[src/rtl/column_window_reader_pkg.sv]
// Shared defaults and state encoding for the column window reader.
// Edge handling is selected by COLREAD_ZERO_PAD_EN in window_shift3.
package column_window_reader_pkg;

    localparam int unsigned hwidth       = 640;
    localparam int unsigned awidth_pbuff = 10;
    localparam int unsigned dwidth_dat   = 12;
    localparam int unsigned dwidth_slice = 3;

    localparam logic [1:0] IDLE   = 2'd0;
    localparam logic [1:0] FILL   = 2'd1;
    localparam logic [1:0] STREAM = 2'd2;

    typedef enum logic [1:0] {
        StIdle   = IDLE,
        StFill   = FILL,
        StStream = STREAM
    } state_e;

    // Increment that clamps at lim, so the right edge column is re-read.
    function automatic int unsigned sat_inc(input int unsigned a, input int unsigned lim);
        return (a >= lim) ? lim : a + 1;
    endfunction

endpackage

[src/rtl/column_window_reader_window_shift3.sv]
// Three-column shift register (left, center, right) feeding the window output.
// COLREAD_ZERO_PAD_EN: edge neighbours are zero instead of replicated.
module window_shift3
    import column_window_reader_pkg::*;
#(
    parameter int unsigned CWIDTH = dwidth_dat * dwidth_slice
) (
    input  logic                  clk,
    input  logic                  rst,
    input  logic                  load_i,
    input  logic                  fill_i,
    input  logic                  shift_i,
    input  logic                  last_i,
    input  logic [CWIDTH-1:0]     col_i,
    output logic [3*CWIDTH-1:0]   win_o
);

`ifdef COLREAD_ZERO_PAD_EN
    localparam bit ZeroPad = 1'b1;
`else
    localparam bit ZeroPad = 1'b0;
`endif

    logic [CWIDTH-1:0] c0_q, c0_d;
    logic [CWIDTH-1:0] c1_q, c1_d;
    logic [CWIDTH-1:0] c2_q, c2_d;

    always_comb begin
        c0_d = c0_q;
        c1_d = c1_q;
        c2_d = c2_q;
        if (load_i) begin
            // Column 0 is its own left neighbour unless padding with zero.
            c0_d = ZeroPad ? '0 : col_i;
            c1_d = col_i;
        end else if (fill_i) begin
            c2_d = col_i;
        end else if (shift_i) begin
            c0_d = c1_q;
            c1_d = c2_q;
            c2_d = (ZeroPad && last_i) ? '0 : col_i;
        end
    end

    always_ff @(posedge clk) begin
        if (!rst) begin
            c0_q <= '0;
            c1_q <= '0;
            c2_q <= '0;
        end else begin
            c0_q <= c0_d;
            c1_q <= c1_d;
            c2_q <= c2_d;
        end
    end

    assign win_o = {c2_q, c1_q, c0_q};

endmodule

[src/rtl/column_window_reader.sv]
// Scans columns 0..HWIDTH-1 after each line commit and streams 3-column windows.
// COLREAD_ZERO_PAD_EN (in window_shift3) selects zero edge padding.
module column_window_reader
    import column_window_reader_pkg::*;
#(
    parameter int unsigned HWIDTH = hwidth,
    parameter int unsigned AWIDTH = awidth_pbuff,
    parameter int unsigned DWIDTH = dwidth_dat,
    parameter int unsigned SLICE  = dwidth_slice
) (
    input  logic                        clk,
    input  logic                        rst,
    input  logic                        line_ready,
    output logic [AWIDTH-1:0]           raddr,
    input  logic [DWIDTH*SLICE-1:0]     col_in,
    output logic                        win_valid,
    input  logic                        win_ready,
    output logic [3*DWIDTH*SLICE-1:0]   win_data,
    output logic [AWIDTH-1:0]           win_col,
    output logic                        busy,
    output logic                        overrun
);

    localparam int unsigned CWIDTH = DWIDTH * SLICE;
    localparam logic [AWIDTH-1:0] LastCol = AWIDTH'(HWIDTH - 1);

    state_e            state_q, state_d;
    logic [AWIDTH-1:0] raddr_q, raddr_d;
    logic [AWIDTH-1:0] win_col_q, win_col_d;
    logic              win_valid_q, win_valid_d;
    logic              busy_q, busy_d;
    logic              overrun_q, overrun_d;

    logic load, fill, shift, last;
    logic accept;

    assign accept = win_valid_q && win_ready;

    always_comb begin
        state_d     = state_q;
        raddr_d     = raddr_q;
        win_col_d   = win_col_q;
        win_valid_d = win_valid_q;
        overrun_d   = overrun_q;
        load        = 1'b0;
        fill        = 1'b0;
        shift       = 1'b0;
        last        = 1'b0;

        unique case (state_q)
            StIdle: begin
                raddr_d = '0;
                if (line_ready) begin
                    load    = 1'b1;
                    raddr_d = AWIDTH'(sat_inc(32'(raddr_q), HWIDTH - 1));
                    state_d = StFill;
                end
            end
            StFill: begin
                fill        = 1'b1;
                raddr_d     = AWIDTH'(sat_inc(32'(raddr_q), HWIDTH - 1));
                win_col_d   = '0;
                win_valid_d = 1'b1;
                state_d     = StStream;
            end
            StStream: begin
                if (accept) begin
                    if (win_col_q == LastCol) begin
                        win_valid_d = 1'b0;
                        raddr_d     = '0;
                        state_d     = StIdle;
                    end else begin
                        shift     = 1'b1;
                        last      = (win_col_q == LastCol - AWIDTH'(1));
                        win_col_d = win_col_q + AWIDTH'(1);
                        raddr_d   = AWIDTH'(sat_inc(32'(raddr_q), HWIDTH - 1));
                    end
                end
            end
            default: state_d = StIdle;
        endcase

        // A commit during a scan is dropped; only the sticky flag records it.
        if (state_q != StIdle && line_ready) begin
            overrun_d = 1'b1;
        end

        busy_d = (state_d != StIdle);
    end

    always_ff @(posedge clk) begin
        if (!rst) begin
            state_q     <= StIdle;
            raddr_q     <= '0;
            win_col_q   <= '0;
            win_valid_q <= 1'b0;
            busy_q      <= 1'b0;
            overrun_q   <= 1'b0;
        end else begin
            state_q     <= state_d;
            raddr_q     <= raddr_d;
            win_col_q   <= win_col_d;
            win_valid_q <= win_valid_d;
            busy_q      <= busy_d;
            overrun_q   <= overrun_d;
        end
    end

    window_shift3 #(
        .CWIDTH (CWIDTH)
    ) u_window_shift3 (
        .clk     (clk),
        .rst     (rst),
        .load_i  (load),
        .fill_i  (fill),
        .shift_i (shift),
        .last_i  (last),
        .col_i   (col_in),
        .win_o   (win_data)
    );

    assign raddr     = raddr_q;
    assign win_col   = win_col_q;
    assign win_valid = win_valid_q;
    assign busy      = busy_q;
    assign overrun   = overrun_q;

endmodule

[config.mk]
export PLATFORM = sky130hd
export DESIGN_NAME = column_window_reader
export DESIGN_NICKNAME = d
export VERILOG_FILES = /design/src/rtl/column_window_reader_pkg.sv /design/src/rtl/column_window_reader_window_shift3.sv /design/src/rtl/column_window_reader.sv
export SDC_FILE = /design/constraint.sdc
export NUM_CORES = 1
export LEC_CHECK = 0
export CORE_MARGIN = 10
export CORE_UTILIZATION = 49
export CTS_BUF_LIST = sky130_fd_sc_hd__clkbuf_8
export DETAILED_ROUTE_END_ITERATION = 10
export MAX_ROUTING_LAYER = met4
export PLACE_DENSITY = 0.82
export REMOVE_ABC_BUFFERS = 1
export SLEW_MARGIN = 10
export SYNTH_ARGS = -nofsm -noshare
export SYNTH_HDL_FRONTEND = slang
export SYNTH_SLANG_ARGS = --single-unit
export TNS_END_PERCENT = 30
[constraint.sdc]
create_clock -name clk -period 2.1 [get_ports clk]
set_input_delay 0.42 -clock clk [delete_from_list [all_inputs] [get_ports clk]]
set_output_delay 0.42 -clock clk [all_outputs]
set_load 0.01 [all_outputs]
==> impl_metrics.ini, run 1 <==
[synthesis]
synth_flop_cell = dfxtp_1
synthTopCellsByCount = 162 x nand2_1, 133 x dfxtp_1, 78 x a21oi_1, 73 x o211a_1, 43 x and3_1
synthMostInstantiatedCell = nand2_1
synth.top_cell.area_share = 0.455
syn_inst = 681
synth.avg_cell_area_um2 = 8.60
synth_edf_count = 0
syn_area_um2 = 5860
synth_cell_types = 41
seq_area_frac_synth = 0.455
yosysTopAreaCell = dfxtp_1
yosys-top-cells-area = dfxtp_1 45%, o211a_1 12%, nand2_1 10%
ys_ff_latch = 133
synth-async-reset-ratio = 0
yosys_warnings = 0

[global_routing]
antenna_found_initial = 0
grt-ovfl-total = 0
grt_max_degree = 93
grtUsageTotal = 0.219
grt_pass1_vias = 5614
grt_pass1_wl_mm = 28.6

[sta]
fin_hold_ws_ps = 474
finalHoldViolations = 0
fin_skew_ps = 7.74
fin_crit_sh = 0.951
maxSlewHeadroom = 0.425
max_freq_mhz = 501
tightest_slew_ps = 862
post-route-min-period_ps = 2000
rsz0062_at_grt = no
setup_viol = 0
drv_slew = 0

[cts]
clk_latency_ps = 450
hold_buffers = 0
cts_inserted_buffers = 17
cts_tree = built
h-tree-depth = 4
path_clk_slew_ps = 70
clock_path_buffers = 2
ctsResizeCount = 0
cts.sinks = 133
cts_setup_buffers = 0
cts-root-buf = clkbuf_8

[setup_path]
r2r_start = state_q[0]$_SDFF_PN0_
critPathCaptureType = register
critPathMaxFanout = 9
worstSetupPathType = register to register
critPathLaunchType = register
worstReg2RegEnd = raddr[3]$_SDFFE_PN0P_
timing.reg2reg.setup_slack_ps = 100
crit_arrival_ps = 2340
worstRegToRegCells = 7
cp.required_ps = 2440

[flow_run]
maxCapViolCount = 0

[finish]
nNetsFinal = 902
design_area_um2 = 8270
diodes = 0
final_cells = 1008
area_growth_pct = 41.3
drive_gt1_frac = 0.0855

[floorplan]
die_w_um = 129
dieArea_um2 = 16700
num_io_pins = 171
die_y_um = 129
start_util = 0.506
design.core.area_um2 = 11600
row_count = 39

[drt]
drt_iter0_drc = 413
via_per_inst = 5.76
dr.pass1.iters = 7
avgRoutedWirePerCell_um = 18.0
drc = 0
via_count = 5806
routed_wl_mm = 18.2
ant_nets = 0

[place]
dp_hpwl_mm = 12.9
port_buffers = 170
post-place-cells = 979
postPlaceCellArea_um2 = 7920
place_congestion = 0.868

[worst_hold_path]
hp-class = register to register
min_to = u_window_shift3.c2_q[12]$_SDFFE_PN0P_
min_from = u_window_shift3.c2_q[12]$_SDFFE_PN0P_
worstHoldPathCells = 2

[run_status]
outcome = finished, final reports clean

[power]
leakagePower_nw = 3.93
power.density_nw_per_um2 = 819
ir_worst_vdd_mv = 0.472
how the worst max path moves through the flow:
stage	start	endpoint	slack, ps	cells after the start
6_report	state_q[0]$_SDFF_PN0_	raddr[3]$_SDFFE_PN0P_	100	7
5_1_grt	state_q[0]$_SDFF_PN0_	raddr[3]$_SDFFE_PN0P_	30	7
2_1_floorplan	state_q[0]$_SDFF_PN0_	u_window_shift3.c0_q[0]$_SDFFE_PN0P_	-3910	6
3_3_place_gp	win_ready	busy$_SDFF_PN0_	-80	6
3_5_place_dp	win_ready	busy$_SDFF_PN0_	-90	6
4_1_cts	state_q[0]$_SDFF_PN0_	raddr[3]$_SDFFE_PN0P_	140	7
cell families after synthesis:
logic type      synth area share
xor+xnor                  0.0120
compound gates             0.287
flops                      0.455
simple gates               0.190
fa+ha+maj                 0.0150
buf+inv                   0.0417
layout make-up:
| type | count | area, um^2 |
|---|---|---|
| Fill cell | 882 | 3290 |
| Multi-Input combinational cell | 488 | 2970 |
| Sequential cell | 133 | 2660 |
| Timing Repair Buffer | 209 | 2090 |
| Clock buffer | 21 | 289 |
| Tap cell | 143 | 179 |
| Clock inverter | 8 | 61.3 |
| Inverter | 6 | 22.5 |
metal layers:
metal  track usage  vias to the layer above  part of all wire
met5             -                        -                 0
met4        0.0890                        0             0.024
met3        0.0706                       37             0.078
met2         0.348                      245              0.47
met1         0.251                     2770              0.42
li1              -                     2754                 -
flip-flops by register name, indices dropped and copies added, names as in the netlist:
name and cells:
overrun 1, u_window_shift3.c0_q 36, raddr 10, win_col 10, state_q 2, busy 1
win_valid 1, u_window_shift3.c1_q 36, u_window_shift3.c2_q 36
layout by cell type, fill, tap and decap left out, types with 2 or more instances in the layout:
master           count
clkdlybuf4s50_1    169
nand2_1            161
dfxtp_1            133
a21oi_1             78
o211a_1             73
and3_1              43
buf_4               32
a21boi_0            31
clkbuf_8            21
o21ai_0             15
nor2_1              12
inv_1                9
buf_12               8
nand4_1              7
a21boi_1             7
xor2_1               7
ha_1                 7
nand3_1              6
o21a_1               4
a22o_1               4
clkinv_2             4
nand2b_1             3
nor3_1               3
nor2b_1              3
o31ai_1              2
a31oi_1              2
a21o_1               2
worst max-delay path: stages (launching register included):
cell and delay (ps):
dfxtp_1 420, inv_1 100, ha_1 330, nor2b_1 180, nand4_1 170, and3_1 340
a21o_1 200, a22o_1 170
where the power goes:
group | leakage (nW) | total, W | switching [W] | internal, W
Combinational | 2.64 | 0.00183 | 0.000889 | 0.000945
Sequential | 1.09 | 0.00298 | 0.000200 | 0.00278
Clock | 0.197 | 0.00196 | 0.000940 | 0.00102
per-stage QoR:
| stage | setup slack [ps] | util | setup TNS [ps] | total power [W] |
|---|---|---|---|---|
| after detailed placement | -91.3 | 0.685 | -624 | 0.00487 |
| final | 103 | 0.715 | 0 | 0.00678 |
| after floorplan | -3910 | - | -326400 | 0.00384 |
| after CTS | 141 | 0.715 | 0 | 0.00682 |
| after global placement | -77.5 | 0.685 | -89.9 | 0.00481 |
| after global routing | 35.0 | 0.715 | 0 | 0.00711 |
No activity file was read; power rests on OpenSTA's default activity.
==> inputs of run 2 (changes only) <==
--- a/config.mk
+++ b/config.mk
@@ -9,6 +9,7 @@
 export CORE_UTILIZATION = 49
 export CTS_BUF_LIST = sky130_fd_sc_hd__clkbuf_8
 export DETAILED_ROUTE_END_ITERATION = 10
+export HOLD_SLACK_MARGIN = 0.02
 export MAX_ROUTING_LAYER = met4
 export PLACE_DENSITY = 0.82
 export REMOVE_ABC_BUFFERS = 1
==> results of run 2 <==
Same layout as run 1: the final DEF is identical, and so are final timing and power.
==> inputs of run 3 (changes only) <==
==> constraint.sdc (replaced) <==
create_clock -name clk -period 2.1 [get_ports clk]
set_input_delay 0.42 -clock clk [delete_from_list [all_inputs] [get_ports clk]]
set_output_delay 0.42 -clock clk [all_outputs]
set_load 0.05 [all_outputs]
==> impl_metrics.ini, run 3 (synthesis gave the netlist of run 1 again) <==
[finish]
design_area_um2 = 8470
nNetsFinal = 901
nFillCells = 856
finish.utilization = 0.733
layout_common_cells = 161 x nand2_1, 133 x dfxtp_1, 78 x a21oi_1, 73 x o211a_1, 70 x clkdlybuf4s50_1
area_growth_pct = 44.7
layout_commonest_cell = nand2_1
top_regs = u_window_shift3.c0_q x36, u_window_shift3.c1_q x36, u_window_shift3.c2_q x36
diodes = 0
drive_gt1_frac = 0.0923

[cts]
clock_path_buffers = 2
path_clk_slew_ps = 70
cts-root-buf = clkbuf_8
clk_latency_ps = 450
cts.sinks = 133
ctsResizeCount = 37
cts_inserted_buffers = 17
h-tree-depth = 4
cts_tree = built
cts_setup_buffers = 0
hold_buffers = 0

[flow_run]
maxCapViolCount = 0

[setup_path]
path_cells = clkdlybuf4s50_1
cp.required_ps = 1680
worstSetupPathType = register to output port
cpMaxStageDelayCell = clkdlybuf4s50_1
worstReg2RegEnd = raddr[3]$_SDFFE_PN0P_
crit_buf_inv = 1
r2r_start = state_q[0]$_SDFF_PN0_
cp_top_family = buffers and inverters
path_depth = 1
crit_arrival_ps = 1660
timing.reg2reg.setup_slack_ps = 100
critPathCaptureType = output port
critPathLaunchType = register
crit_end = win_data[0]
crit_start = u_window_shift3.c0_q[0]$_SDFFE_PN0P_
worstRegToRegCells = 7
max_stage_delay_ps = 850
critPathMaxFanout = 2

[global_routing]
grtUsageTotal = 0.223
grt_max_degree = 93
antenna_found_initial = 0
grt_pass1_vias = 5736
grt-ovfl-total = 0
grt_pass1_wl_mm = 29.2

[worst_hold_path]
min_from = u_window_shift3.c2_q[13]$_SDFFE_PN0P_
hp-class = register to register
worstHoldPathCells = 2

[drt]
drc = 0
routed_wl_mm = 18.8
via_count = 5817
via_per_inst = 5.76
avgRoutedWirePerCell_um = 18.6
ant_nets = 0
dr.pass1.iters = 4
drt_iter0_drc = 393

[place]
port_buffers = 170
place_congestion = 0.868
dp_hpwl_mm = 13.1
postPlaceCellArea_um2 = 7910

[sta]
tightest_slew_ps = 885
finalHoldViolations = 0
setup_viol = 0
fin_crit_sh = 0.989
fin_skew_ps = 10.4
post-route-min-period_ps = 2080
maxSlewHeadroom = 0.410
max_freq_mhz = 482
drv_slew = 0

[floorplan]
row_count = 39
dieArea_um2 = 16700
start_util = 0.506
num_io_pins = 171
design.core.area_um2 = 11600
die_y_um = 129
die_w_um = 129

[power]
leakagePower_nw = 5.12
ir_worst_vdd_mv = 0.732
power.density_nw_per_um2 = 945
finalPower_w = 0.00801

[run_status]
outcome = finished, final reports clean
==> run 3: per-stage QoR <==
step           cells  TNS, ps  worst slack [ps]  hold slack, ps
3_3_place_gp     978    -77.9             -76.2             457
4_1_cts         1010        0             0.423             459
3_5_place_dp     978     -995              -110             464
5_1_grt         1010    -43.6             -31.5             476
2_1_floorplan    627  -326400             -3910             538
6_report        1010        0              23.9             477
==> run 3: where the power goes <==
part	switching, W	leakage (nW)	internal [W]
Sequential	0.000194	1.09	0.00278
Clock	0.000982	0.242	0.00149
Combinational	0.00166	3.79	0.000899
==> run 3: per-layer routing <==
metal  vias up  GRT usage  routed length, um
met1      2822      0.252               7720
met5         -          -                  0
li1       2760          -                  -
met2       206      0.359               9180
met4         0     0.0863                427
met3        29     0.0730               1430
==> run 3: cell type report <==
class / count / area, um^2 / share of cell area
clock buffer: 20 / 275 / 0.0325
clock inverter: 12 / 184 / 0.0217
inverter: 6 / 22.5 / 0.00266
multi-input combinational: 488 / 2970 / 0.351
sequential: 133 / 2660 / 0.314
tap: 143 / 179 / 0.0211
timing repair buffer: 208 / 2180 / 0.257
==> run 3: worst min path at each step <==
stage                                                  endpoint  slack, ps
after floorplan                            overrun$_SDFFE_PN0P_        540
after global placement    u_window_shift3.c2_q[25]$_SDFFE_PN0P_        460
after detailed placement  u_window_shift3.c2_q[12]$_SDFFE_PN0P_        460
after CTS                               win_col[0]$_SDFFE_PN0P_        460
after global routing                    win_col[0]$_SDFFE_PN0P_        480
final                     u_window_shift3.c2_q[13]$_SDFFE_PN0P_        480
==> RTL change, RTL diff (config.mk and constraints of run 3) <==
Change the package constant `awidth_pbuff` from 10 to 20.
--- a/src/rtl/column_window_reader_pkg.sv
+++ b/src/rtl/column_window_reader_pkg.sv
@@ -3,7 +3,7 @@
 package column_window_reader_pkg;
 
     localparam int unsigned hwidth       = 640;
-    localparam int unsigned awidth_pbuff = 10;
+    localparam int unsigned awidth_pbuff = 20;
     localparam int unsigned dwidth_dat   = 12;
     localparam int unsigned dwidth_slice = 3;
 
Ports: changed (resized raddr and win_col); port bits go from 171 to 191. No check against the original RTL was run, so the function may have changed too.
==> RTL change against run 3 <==
  * The run now ends with setup timing left
  * Wire length rose by 16%
  * Area after synthesis rose by 29%
  * Cell area rose by 23%
  * Total power fell by 4.5%
  * Register-to-register slack got worse by 0.23 ns
  * Sequential cell count rose by 20
  * Count of clock-buffer cells in the layout fell by 1
  * Worst setup slack got worse by 0.16 ns
  * Combinational power fell by 21%
==> RTL change: results (changes against run 3) <==
stage;metric;value;unit;change
detailed_routing;post_drt_wl_per_cell;15.96;microns;was 18.57 microns
placed_design;portBuffers;190;;was 170
synthesis;synth_commonest_cells;426 x nand2_1, 153 x dfxtp_1, 117 x mux2i_1, 45 x clkbuf_1, 23 x a21oi_1;;was 162 x nand2_1, 133 x dfxtp_1, 78 x a21oi_1, 73 x o211a_1, 43 x and3_1
global_route;antenna_found_initial;1;;was 0
sta;layout_setup_ws;-0.1343;ns;was 0.02385 ns
power;p_leak;5.533;nW;was 5.124 nW
worst_hold_path;hp-class;in -> reg;;was reg -> reg
global_route;grt_util_all_layers;0.2048;;was 0.2229
critical_path;crit_arrival;2.55;ns;was 1.66 ns
outcome;status;finished with violations;;was finished, final reports clean
detailed_routing;drtPass1Iterations;5;;was 4
sta;fin_skew;0.01650;ns;was 0.01039 ns
detailed_routing;viasPerCell;5.319;;was 5.759
sta;final.setup.tns;-7.090;ns;was 0 ns
sta;finalSetupViolations;132;;was 0
power;ir_drop;460.0;uV;was 731.5 uV
power;power.switching;2.503;mW;was 2.838 mW
synthesis;ys_seq_area_frac;0.4050;;was 0.4546
final_layout;nets;1213;;was 901
global_route;first_global_vias;6898;;was 5736
synthesis;synth_area_leaders;dfxtp_1 41%, nand2_1 21%, mux2i_1 15%, clkbuf_1 2.2%, buf_12 1.9%;;was dfxtp_1 45%, o211a_1 12%, nand2_1 10%, a21oi_1 6.7%, and3_1 4.6%
placed_design;dpl.hpwl;15370;microns;was 13050 microns
final_layout;layout-drive-gt1-share;0.1018;;was 0.09227
outcome;violations;setup timing;;
sta;tightest_slew;0.5995;ns;was 0.8855 ns
synthesis;ys_types;49;;was 41
global_route;grt_max_degree;57;;was 93
[RTL change: changes by cell type after synthesis, moves of 9 or more]
cell,run 3,this run
mux2i_1,0,117
a21boi_0,31,0
dfxtp_1,133,153
a21oi_1,78,23
nand3_1,6,19
buf_2,15,4
nand2_1,162,426
nand2b_1,3,12
and3_1,43,12
o211a_1,73,0
[RTL change: stage by stage]
step                      area (sq um)  std cells
final                            10460       1368
after global routing             10460       1368
after CTS                        10270       1364
after detailed placement          9887       1333
after global placement            9887       1333
after floorplan                   7151        892
[RTL change: layout make-up]
cell class,count,area [sq um]
fillers,1255,4690
multi-input cells,732,4105
flip-flops and latches,153,3063
repair buffers,256,2590
clock buffers,19,261.5
well taps,188,235.2
clock inverters,12,172.7
inverters,7,26.28
diodes,1,2.502
[RTL change: cells by family (layout without fill, tap and decap cells)]
group,Yosys count,in the layout,synth area share
flip-flops,153,153,0.4050
AO/OA/AOI/OAI,79,79,0.07694
XOR/XNOR,11,11,0.01274
multiplexers,117,117,0.1549
AND/OR/NAND/NOR,519,519,0.2826
adder cells (fa/ha/maj),6,6,0.009927
other,0,1,0
buffers and inverters,74,294,0.05791
[RTL change: layer usage]
layer / track usage / share of wire / wire length [microns] / vias to the layer above
met3: 0.04460 / 0.067 / 1466 / 22
met1: 0.2599 / 0.45 / 9913 / 3410
met2: 0.3199 / 0.47 / 10180 / 237
met5: - / 0 / 0 / -
met4: 0.06489 / 0.013 / 277 / 0
li1: - / - / - / 3608
[RTL change: worst max-delay path, cell delays in order, from the launching register on]
cell and delay, ns:
dfxtp_1 0.32, or4_1 0.51, or4_4 0.47, buf_4 0.16, o21a_1 0.20, a21oi_2 0.19, buf_4 0.19, nor3_1 0.07
[RTL change: worst paths after layout]
path / startpoint / endpoint / cells past startpoint / slack, ns
worst max register to register: win_col[7] / raddr[8] / 7 / -0.13
worst max-delay path: win_col[7] / raddr[8] / 7 / -0.13
worst min register to register: u_window_shift3.c0_q[1] / u_window_shift3.c0_q[1] / 2 / 0.46
worst min-delay path: rst / u_window_shift3.c0_q[23] / 3 / 0.33
[RTL change: power by group through the flow]
| stage | Clock (mW) | Combinational (mW) | Sequential (mW) |
|---|---|---|---|
| finish | 2.45 | 2.02 | 3.17 |
| global route | 2.63 | 2.15 | 3.19 |
| detailed placement | 0 | 2.02 | 3.24 |
| global placement | 0 | 1.99 | 3.24 |
| floorplan | 0 | 0.734 | 3.75 |
| CTS | 2.49 | 2.01 | 3.17 |
[RTL change: timing repair]
item                       in CTS  in global routing
pin swaps                       0                  1
gates resized for setup        50                 56
setup endpoints to repair     194                196
buffers inserted                0                  1
cloned                          0                  2
